## config.mk

```make
export PLATFORM = sky130hd
export DESIGN_NAME = direction_stepper
export DESIGN_NICKNAME = d
export VERILOG_FILES = /design/src/rtl/snake_pkg.sv /design/src/rtl/grid_coord_step.sv /design/src/rtl/direction_stepper.sv
export SDC_FILE = /design/constraint.sdc
export NUM_CORES = 1
export LEC_CHECK = 0
export CELL_PAD_IN_SITES_DETAIL_PLACEMENT = 2
export CELL_PAD_IN_SITES_GLOBAL_PLACEMENT = 2
export CORE_AREA = 3 3 79 81
export DETAILED_ROUTE_END_ITERATION = 8
export DIE_AREA = 0 0 82 84
export PLACE_DENSITY_LB_ADDON = 0.1
export SLEW_MARGIN = 20
export SYNTH_ARGS = -nofsm -noshare
export SYNTH_HDL_FRONTEND = slang
export SYNTH_SLANG_ARGS = --single-unit
```

## constraint.sdc

```tcl
create_clock -name in_clk -period 3.8 [get_ports in_clk]
set_input_delay 0.76 -clock in_clk [delete_from_list [all_inputs] [get_ports in_clk]]
set_output_delay 0.76 -clock in_clk [all_outputs]
set_load 0.02 [all_outputs]
```

## src/rtl/snake_pkg.sv

```systemverilog
// Shared snake-game definitions: one-hot direction encoding, default grid size, direction helpers.
// Latency: n/a (constants and pure functions only).
// Backpressure: n/a.
//
// Contents:
//   DIR_*            5-bit one-hot direction codes shared by direction_logic and its consumers
//   DEFAULT_GRID_W/H default playfield size in cells
//   DEFAULT_COORD_W  default coordinate width (2^W must cover the larger grid dimension)
//   dir_reverse()    180-degree opposite of a move direction (NONE for anything else)
//   dir_is_move()    true only for exactly one of UP/DOWN/LEFT/RIGHT
package snake_pkg;

  localparam logic [4:0] DIR_NONE  = 5'b00001;
  localparam logic [4:0] DIR_UP    = 5'b00010;
  localparam logic [4:0] DIR_DOWN  = 5'b00100;
  localparam logic [4:0] DIR_LEFT  = 5'b01000;
  localparam logic [4:0] DIR_RIGHT = 5'b10000;

  localparam int DEFAULT_GRID_W  = 40;
  localparam int DEFAULT_GRID_H  = 30;
  localparam int DEFAULT_COORD_W = 6;

  function automatic logic [4:0] dir_reverse(input logic [4:0] d);
    logic [4:0] r;
    case (d)
      DIR_UP:    r = DIR_DOWN;
      DIR_DOWN:  r = DIR_UP;
      DIR_LEFT:  r = DIR_RIGHT;
      DIR_RIGHT: r = DIR_LEFT;
      default:   r = DIR_NONE;
    endcase
    return r;
  endfunction

  function automatic logic dir_is_move(input logic [4:0] d);
    logic m;
    case (d)
      DIR_UP, DIR_DOWN, DIR_LEFT, DIR_RIGHT: m = 1'b1;
      default:                               m = 1'b0;
    endcase
    return m;
  endfunction

endpackage

```

## src/rtl/grid_coord_step.sv

```systemverilog
// Next coordinate along one grid axis plus an out-of-bounds flag; one instance per axis.
// Latency: purely combinational.
// Backpressure: none.
//
// Parameters: LIMIT = number of cells on this axis (legal range 0..LIMIT-1), W = coordinate width.
// Ports:
//   coord - current coordinate
//   inc   - request +1 step on this axis
//   dec   - request -1 step on this axis (inc has priority; caller never sets both)
//   next  - coordinate after the step
//   oob   - the requested step crosses the grid edge
// Build option DIRECTION_STEPPER_WRAP_EN: an edge crossing wraps to the opposite edge;
// otherwise next holds the current coordinate when oob is set.
module grid_coord_step
  import snake_pkg::*;
#(
  parameter int LIMIT = DEFAULT_GRID_W,
  parameter int W     = DEFAULT_COORD_W
) (
  input  logic [W-1:0] coord,
  input  logic         inc,
  input  logic         dec,
  output logic [W-1:0] next,
  output logic         oob
);

  localparam logic [W-1:0] MAX_COORD = W'(LIMIT - 1);
  localparam logic [W-1:0] ONE       = W'(1);

  // Bounds come from the grid size, not the coordinate width, so a
  // non-power-of-two grid still stops (or wraps) at the real edge.
  logic at_low;
  logic at_high;

  assign at_low  = (coord == '0);
  assign at_high = (coord == MAX_COORD);

  always_comb begin
    next = coord;
    oob  = 1'b0;
    if (inc) begin
      if (at_high) begin
        oob = 1'b1;
`ifdef DIRECTION_STEPPER_WRAP_EN
        next = '0;
`else
        next = coord;
`endif
      end else begin
        next = coord + ONE;
      end
    end else if (dec) begin
      if (at_low) begin
        oob = 1'b1;
`ifdef DIRECTION_STEPPER_WRAP_EN
        next = MAX_COORD;
`else
        next = coord;
`endif
      end else begin
        next = coord - ONE;
      end
    end
  end

endmodule

```

## src/rtl/direction_stepper.sv

```systemverilog
// Filters one-hot direction requests and advances the snake head one cell per game tick.
// Latency: tick sampled at edge N -> new head/heading/step visible after edge N (1 clock).
// Backpressure: none; every tick is acted on, back-to-back ticks give one step each.
//
// Ports:
//   in_clk       - clock, rising edge
//   in_rst_n     - asynchronous active-low reset
//   in_direction - one-hot request from direction_logic (NONE/zero/multi-hot/reversal ignored)
//   in_tick      - one-cycle game-rate strobe
//   out_head_x   - head x coordinate (reset START_X)
//   out_head_y   - head y coordinate (reset START_Y)
//   out_heading  - committed heading (reset DIR_NONE)
//   out_step     - one-cycle pulse after each edge on which the head moved
//   out_dead     - sticky wall-hit flag (constant 0 in the wrap build)
// Build option DIRECTION_STEPPER_WRAP_EN: head wraps at the grid edges, DEAD never reached.
module direction_stepper
  import snake_pkg::*;
#(
  parameter int GRID_W  = DEFAULT_GRID_W,
  parameter int GRID_H  = DEFAULT_GRID_H,
  parameter int COORD_W = DEFAULT_COORD_W,
  parameter int START_X = 20,
  parameter int START_Y = 15
) (
  input  logic               in_clk,
  input  logic               in_rst_n,
  input  logic [4:0]         in_direction,
  input  logic               in_tick,
  output logic [COORD_W-1:0] out_head_x,
  output logic [COORD_W-1:0] out_head_y,
  output logic [4:0]         out_heading,
  output logic               out_step,
  output logic               out_dead
);

  localparam logic [1:0] ST_IDLE = 2'd0;
  localparam logic [1:0] ST_RUN  = 2'd1;

  localparam logic [COORD_W-1:0] RST_X = COORD_W'(START_X);
  localparam logic [COORD_W-1:0] RST_Y = COORD_W'(START_Y);

  logic [1:0]         state;
  logic [4:0]         pending;
  logic [4:0]         heading;
  logic [COORD_W-1:0] head_x;
  logic [COORD_W-1:0] head_y;
  logic               step;

  logic               req_valid;
  logic [4:0]         candidate;
  logic [4:0]         next_heading;
  logic               do_move;
  logic [COORD_W-1:0] next_x;
  logic [COORD_W-1:0] next_y;
  logic               x_oob;
  logic               y_oob;

  // Reversal is judged against the committed heading, not pending, so a
  // LEFT-then-DOWN burst while heading UP keeps LEFT (DOWN is still a reversal).
  assign req_valid = dir_is_move(in_direction) &&
                     (in_direction != dir_reverse(heading));

  // A request in the same cycle as the tick takes effect on that tick.
  assign candidate    = req_valid ? in_direction : pending;
  assign next_heading = (candidate == DIR_NONE) ? heading : candidate;

  // IDLE waits for the first real direction; DEAD matches neither term.
  assign do_move = in_tick &&
                   ((state == ST_RUN) ||
                    ((state == ST_IDLE) && (candidate != DIR_NONE)));

  grid_coord_step #(
    .LIMIT (GRID_W),
    .W     (COORD_W)
  ) u_step_x (
    .coord (head_x),
    .inc   (next_heading == DIR_RIGHT),
    .dec   (next_heading == DIR_LEFT),
    .next  (next_x),
    .oob   (x_oob)
  );

  grid_coord_step #(
    .LIMIT (GRID_H),
    .W     (COORD_W)
  ) u_step_y (
    .coord (head_y),
    .inc   (next_heading == DIR_DOWN),
    .dec   (next_heading == DIR_UP),
    .next  (next_y),
    .oob   (y_oob)
  );

`ifdef DIRECTION_STEPPER_WRAP_EN

  // Edge crossings are legal here; the sub-modules already produce the wrapped value.
  wire unused_oob = x_oob ^ y_oob;

  always_ff @(posedge in_clk or negedge in_rst_n) begin
    if (!in_rst_n) begin
      state   <= ST_IDLE;
      pending <= DIR_NONE;
      heading <= DIR_NONE;
      head_x  <= RST_X;
      head_y  <= RST_Y;
      step    <= 1'b0;
    end else begin
      if (req_valid) begin
        pending <= in_direction;
      end
      step <= 1'b0;
      if (do_move) begin
        heading <= next_heading;
        head_x  <= next_x;
        head_y  <= next_y;
        step    <= 1'b1;
        state   <= ST_RUN;
      end
    end
  end

  assign out_dead = 1'b0;

`else

  localparam logic [1:0] ST_DEAD = 2'd2;

  logic dead;
  logic wall;

  assign wall = x_oob | y_oob;

  always_ff @(posedge in_clk or negedge in_rst_n) begin
    if (!in_rst_n) begin
      state   <= ST_IDLE;
      pending <= DIR_NONE;
      heading <= DIR_NONE;
      head_x  <= RST_X;
      head_y  <= RST_Y;
      step    <= 1'b0;
      dead    <= 1'b0;
    end else begin
      if (req_valid && (state != ST_DEAD)) begin
        pending <= in_direction;
      end
      step <= 1'b0;
      if (do_move) begin
        heading <= next_heading;
        if (wall) begin
          // Blocked step: head stays on the wall cell, no step pulse.
          dead  <= 1'b1;
          state <= ST_DEAD;
        end else begin
          head_x <= next_x;
          head_y <= next_y;
          step   <= 1'b1;
          state  <= ST_RUN;
        end
      end
    end
  end

  assign out_dead = dead;

`endif

  assign out_head_x  = head_x;
  assign out_head_y  = head_y;
  assign out_heading = heading;
  assign out_step    = step;

endmodule

```

==> out/results.ini, run 1 <==
[global_routing]
grt_max_degree=23
grt_pass1_vias=2038
grt_use_total_pct=19.2
grt_pass1_wl_mm=10.4
antenna_found_initial=0
grt_overflow=0

[routing]
num_vias=1783
dr.first_iter.drc_count=85
remaining_drc_errors=0
ant_nets=0
dr.pass1.iters=4
via_per_inst=5.61
wl_per_cell_um=19.7
wirelength_mm=6.26

[synth]
ys_async_sr_fraction_pct=100
syn_area_per_cell_um2=9.54
synth_cell_types=55
synth_top_area_share_pct=23.7
synth_edf_count=0
synthFlopType=dfrtp_1
yosysWarnings=0
netlist_top_cells_area=dfrtp_1 24%, dfstp_2 11%, ha_1 5.3%
synth_cells=199
synth_top_area_cell=dfrtp_1
syn_nets=217
synth.most_common_cell=dfrtp_1
yosysSeqAreaShare_pct=34.8
syn_area_um2=1900
synth_common_cells=18 x dfrtp_1, 17 x nor2_1, 14 x o21ai_0, 13 x inv_1
ys_ff_latch=26

[worst_hold_path]
hold_path_class=input port to async pin

[pwr]
power.total_mw=2.35
p_per_area_nw_per_um2=954
vdd_ir_drop_max_mv=0.435
leakagePower_nw=1.03

[clock_tree]
cts.sinks=26
cts_tree=done
clockBufferDepth=2
cts-root-buf=clkbuf_8
cts_max_level=1
path_clk_slew_ns=0.10
hold_buffers=0
numCtsBuffers=3
clock_latency_ns=0.28

[place]
hpwl_mm=4.84
place_inst=313
io_buffer_count=26
routabilityCongestion=0.831

[outcome]
status=complete, no violations

[floorplan]
dieArea_um2=6890
fp.dieW_um=82
start_util_pct=34.3
coreArea_um2=5540
pin_count=27
rows=27
chipHeight_um=84

[cells_and_area]
layout-drive-gt1-share_pct=22.8
final_cells=318
nNetsFinal=265
antenna_cells=0
area_delta_synth_final_pct=29.8

[worst_setup_path]
start_kind=input port
r2r_cells=13
r2r_start=out_heading[2]$_DFFE_PN0P_
worstPathRequired_ns=3.95
cp.arrival_ns=3.89
end_kind=register
crit_fanout=6
reg2reg_to=out_head_x[5]$_DFFE_PN0P_
timing_worst_setup_path_type=input port to register
reg2reg_slack_ns=0.31

[sta]
slew_headroom_pct=64.1
whs_ns=0.453
finalMaxSlewViolations=0
period_share_pct=98.4
fin_crit_ns=3.74
setup_violations=0
finalClockSkew_ns=0.00784
hold_viol=0
max_slew.worst_pin.slew_ns=0.538
fmax_mhz=268

[job]
maxCapViolCount=0

state kept, by name, indices dropped and copies added (netlist names):
name and count:
out_head_x 6, out_head_y 6, out_heading 5, pending 5
state 2, out_dead 1, out_step 1
per-stage QoR:
step           setup TNS [ns]  utilization, %  area [µm²]  setup slack (ns)
2_1_floorplan               0               -        1900            0.0722
6_report                    0            44.5        2460            0.0621
3_3_place_gp           -0.152            43.0        2380           -0.0762
5_1_grt               -0.0781            44.5        2460           -0.0781
3_5_place_dp           -0.723            43.0        2380            -0.436
4_1_cts                     0            44.2        2450          0.000504
cell type report:
type | instances | area, µm²
fillers | 629 | 3080
multi-input cells | 154 | 1190
flip-flops and latches | 26 | 661
repair buffers | 49 | 433
well taps | 72 | 90.1
inverters | 13 | 48.8
clock buffers | 4 | 45.0
metal layers:
| metal | global-route usage, % | vias to the layer above | wire length, µm |
|---|---|---|---|
| met4 | 5.29 | 0 | 101 |
| met5 | 0 | - | 0 |
| met1 | 24.4 | 918 | 2750 |
| met2 | 33.8 | 27 | 3290 |
| li1 | - | 828 | - |
| met3 | 1.94 | 10 | 118 |
how the worst max path moves through the flow:
stage                                from                   endpoint  slack (ns)
after global routing      in_direction[1]  out_head_y[5]$_DFFE_PN0P_       -0.08
after detailed placement  in_direction[3]  out_head_y[5]$_DFFE_PN0P_       -0.44
after global placement    in_direction[1]  out_head_y[5]$_DFFE_PN0P_       -0.08
final                     in_direction[1]  out_head_y[5]$_DFFE_PN0P_        0.06
after CTS                 in_direction[3]  out_head_x[5]$_DFFE_PN0P_      0.0005
after floorplan           in_direction[1]  out_head_y[5]$_DFFE_PN0P_        0.07
worst max-delay path, stage by stage:
cell             delay, ns
clkdlybuf4s50_1       0.48
nor4_2                0.30
o211ai_2              0.16
a22oi_2               0.26
buf_4                 0.21
mux2i_2               0.28
ha_1                  0.28
a21o_1                0.21
a21oi_2               0.19
o21bai_1              0.11
a21oi_2               0.18
xor2_1                0.23
nor3_2                0.08
xor2_1                0.15
what timing repair did:
| action | CTS | global route |
|---|---|---|
| setup endpoints to repair | 1 | 2 |
| resized for setup | 3 | 6 |
| gates cloned | 0 | 0 |
| pin swaps | 2 | 2 |
| buffers inserted | 1 | 0 |
where the power goes:
| group | internal, mW | leakage, nW | switching (mW) |
|---|---|---|---|
| Sequential | 0.440 | 0.301 | 0.208 |
| Clock | 0.0752 | 0.0228 | 0.0917 |
| Combinational | 0.745 | 0.703 | 0.789 |
| Total | 1.26 | 1.03 | 1.09 |
cells by family after synthesis:
| family | Yosys count | synth area share [%] |
|---|---|---|
| flops | 26 | 34.8 |
| compound gates | 53 | 20.8 |
| simple gates | 68 | 20.0 |
| mux | 11 | 7.12 |
| buf+inv | 19 | 4.28 |
| fa+ha+maj | 10 | 7.38 |
| xor+xnor | 12 | 5.54 |
placed cells by master (no fill, tap or decap), types with 3 or more instances in the layout:
cell type and n:
clkbuf_8 3, or3_1 3, nor2_1 17, xnor2_1 7, nand2b_1 4, mux2_1 3
o21ai_0 14, o21bai_1 3, a21oi_1 4, a21oi_2 5, a22o_1 4, nand4_1 3
nand3_1 6, a32oi_1 3, nor4bb_1 4, xor2_1 5, mux2_4 4, nor3b_1 5
inv_1 13, dfrtp_1 18, buf_4 23, clkdlybuf4s50_1 23, a21o_1 3, nand2_1 8
dfstp_2 8, nor3_1 6, ha_1 8
Note: power is estimated with default switching activity, not from simulation.
==> run 2: changes to the inputs <==
Settings changed: CELL_PAD_IN_SITES_DETAIL_PLACEMENT 2 to 0, CELL_PAD_IN_SITES_GLOBAL_PLACEMENT 2 to 1, CORE_AREA 3 3 79 81 to 3 3 72 74, DIE_AREA 0 0 82 84 to 0 0 75 77.
==> out/results.ini, run 2 (synthesis gave the netlist of run 1 again) <==
[global_routing]
grt_max_degree=24  ; +4.3%
grt_pass1_wl_mm=8.47  ; -19%
grt_pass1_vias=1769  ; -13%
antenna_found_initial=0  ; unchanged
grt_use_total_pct=18.8  ; -0.45 points
grt_overflow=0  ; unchanged

[sta]
fin_crit_ns=3.55  ; -0.183 ns
slew_headroom_pct=64.6  ; +0.44 points
setup_violations=0  ; unchanged
setup_slack_ns=0.245  ; +0.183 ns
rsz0062_at_grt=false
setup_tns_ns=0  ; unchanged
finalClockSkew_ns=0.00658  ; -0.00126 ns
hold_viol=0  ; unchanged
fmax_mhz=281  ; +5.2%
finalMaxSlewViolations=0  ; unchanged
max_slew.worst_pin.slew_ns=0.532  ; -0.00667 ns
period_share_pct=93.5  ; -4.8 points

[worst_setup_path]
max_stage_delay_ns=0.47  ; about the same
start_kind=input port
critPathTopFamily=compound AO/OA/AOI/OAI gates
timing_worst_setup_path_type=input port to register
r2r_cells=12  ; -1
crit_slowest_cell=clkdlybuf4s50_1
crit_buf_inv=1  ; -1
end_kind=register
crit_cells=13  ; -1
r2r_start=out_heading[1]$_DFFE_PN0P_
reg2reg_slack_ns=0.49  ; +0.18 ns
reg2reg_to=out_head_x[5]$_DFFE_PN0P_
path_cells=clkdlybuf4s50_1 -> nor4bb_1 -> or3_1 -> a22oi_2 -> o31a_1 -> ha_1 -> a21o_1 -> a21oi_1 -> o21bai_1 -> a21oi_1 -> xnor2_1 -> a211o_1 -> o2111ai_1
cp.arrival_ns=3.75  ; -0.14 ns
cp_common_cell=a21oi_1
endpoint=out_head_x[5]$_DFFE_PN0P_
worstPathRequired_ns=3.99  ; +0.04 ns
crit_start=in_direction[3]
crit_fanout=4  ; -2

[floorplan]
chipHeight_um=77  ; -8.3%
fp.dieW_um=75  ; -8.5%
dieArea_um2=5780  ; -16%
start_util_pct=40.7  ; +6.5 points
coreArea_um2=4660  ; -16%
rows=25  ; -7.4%
pin_count=27  ; unchanged

[routing]
num_vias=1715  ; -3.8%
via_per_inst=5.81  ; +3.7%
dr.first_iter.drc_count=93  ; +9.4%
remaining_drc_errors=0  ; unchanged
dr.pass1.iters=4  ; unchanged
ant_nets=0  ; unchanged
wl_per_cell_um=16.5  ; -16%
wirelength_mm=4.88  ; -22%

[cells_and_area]
layout_common_cells=25 x clkdlybuf4s50_1, 18 x dfrtp_1, 18 x buf_4, 17 x nor2_1, 14 x o21ai_0
final_cells=295  ; -7.2%
antenna_cells=0  ; unchanged
area_delta_synth_final_pct=25.3
layout-drive-gt1-share_pct=18.7  ; -4.1 points
mostFrequentLayoutCell=clkdlybuf4s50_1
nNetsFinal=260  ; -1.9%

[place]
place_inst=291  ; -7.0%
io_buffer_count=26  ; unchanged
hpwl_mm=3.78  ; -22%
place_ws_ns=-0.0443  ; +0.392 ns
routabilityCongestion=0.895  ; +7.7%

[clock_tree]
clockBufferDepth=2  ; unchanged
cts-root-buf=clkbuf_8
numCtsBuffers=3  ; unchanged
cts_max_level=1  ; unchanged
cts.sinks=26  ; unchanged
cts_setup_buffers=0  ; -1
path_clk_slew_ns=0.09  ; about the same
hold_buffers=0  ; unchanged
cts_resized=0  ; -3
cts_tree=done
clock_latency_ns=0.28  ; about the same

[outcome]
status=complete, no violations

[pwr]
vdd_ir_drop_max_mv=0.413  ; -5.0%
power.total_mw=2.25  ; -4.3%
p_per_area_nw_per_um2=946  ; -0.83%
leakagePower_nw=0.986  ; -4.0%

[job]
maxCapViolCount=0  ; unchanged

[worst_hold_path]
hold_path_class=input port to async pin

[run 2: cell types whose count changed in the layout (fill, tap and decap cells not counted), sizes merged]
cell           change
clkdlybuf4s50      +2
dlymetal6s2s       -2
buf                -5
[run 2: metrics by stage]
stage / util [%] / area, µm² / hold WS [ns]
6_report: 51.0 / 2380 / 0.445
5_1_grt: 51.0 / 2380 / 0.479
4_1_cts: 51.1 / 2380 / 0.487
3_5_place_dp: 50.0 / 2330 / 0.461
3_3_place_gp: 50.0 / 2330 / 0.451
2_1_floorplan: - / 1900 / 0.464
[run 2: cell type report]
type	count	area, µm²
repair buffers	44	390
inverters	13	48.8
well taps	54	67.6
fillers	428	2280
flip-flops and latches	26	661
clock buffers	4	55.1
multi-input cells	154	1160
[run 2: worst register-to-register path: cells and delay by family (launching register included)]
family,cells,cell delay (ns)
AOI/OAI and AO/OA,9,1.78
and+or+nand+nor,1,0.56
DFF,1,0.49
adders and majority gates,1,0.28
xor gates and xnor gates,1,0.12
[run 2: worst min path at each step]
| stage | end | depth (start not counted) | slack, ns |
|---|---|---|---|
| finish | out_head_x[0]$_DFFE_PN0P_ | 1 | 0.45 |
| detailed placement | out_dead$_DFFE_PN0P_ | 1 | 0.46 |
| global route | out_head_x[0]$_DFFE_PN0P_ | 1 | 0.48 |
| global placement | out_dead$_DFFE_PN0P_ | 1 | 0.45 |
| CTS | out_dead$_DFFE_PN0P_ | 1 | 0.49 |
| floorplan | out_dead$_DFFE_PN0P_ | 0 | 0.46 |
[run 2: layer usage]
metal  global-route usage [%]  wire (µm)  vias up
li1                         -          -      820
met2                     30.8       2540       57
met1                     24.4       2020      827
met5                        0          0        -
met3                     2.23        193       11
met4                     7.65        125        0
[run 2: where the power goes]
part           switching, mW  total (mW)  internal, mW
registers              0.206       0.646         0.440
logic                  0.697        1.42         0.722
clock network         0.0924       0.185        0.0929
total                  0.995        2.25          1.26
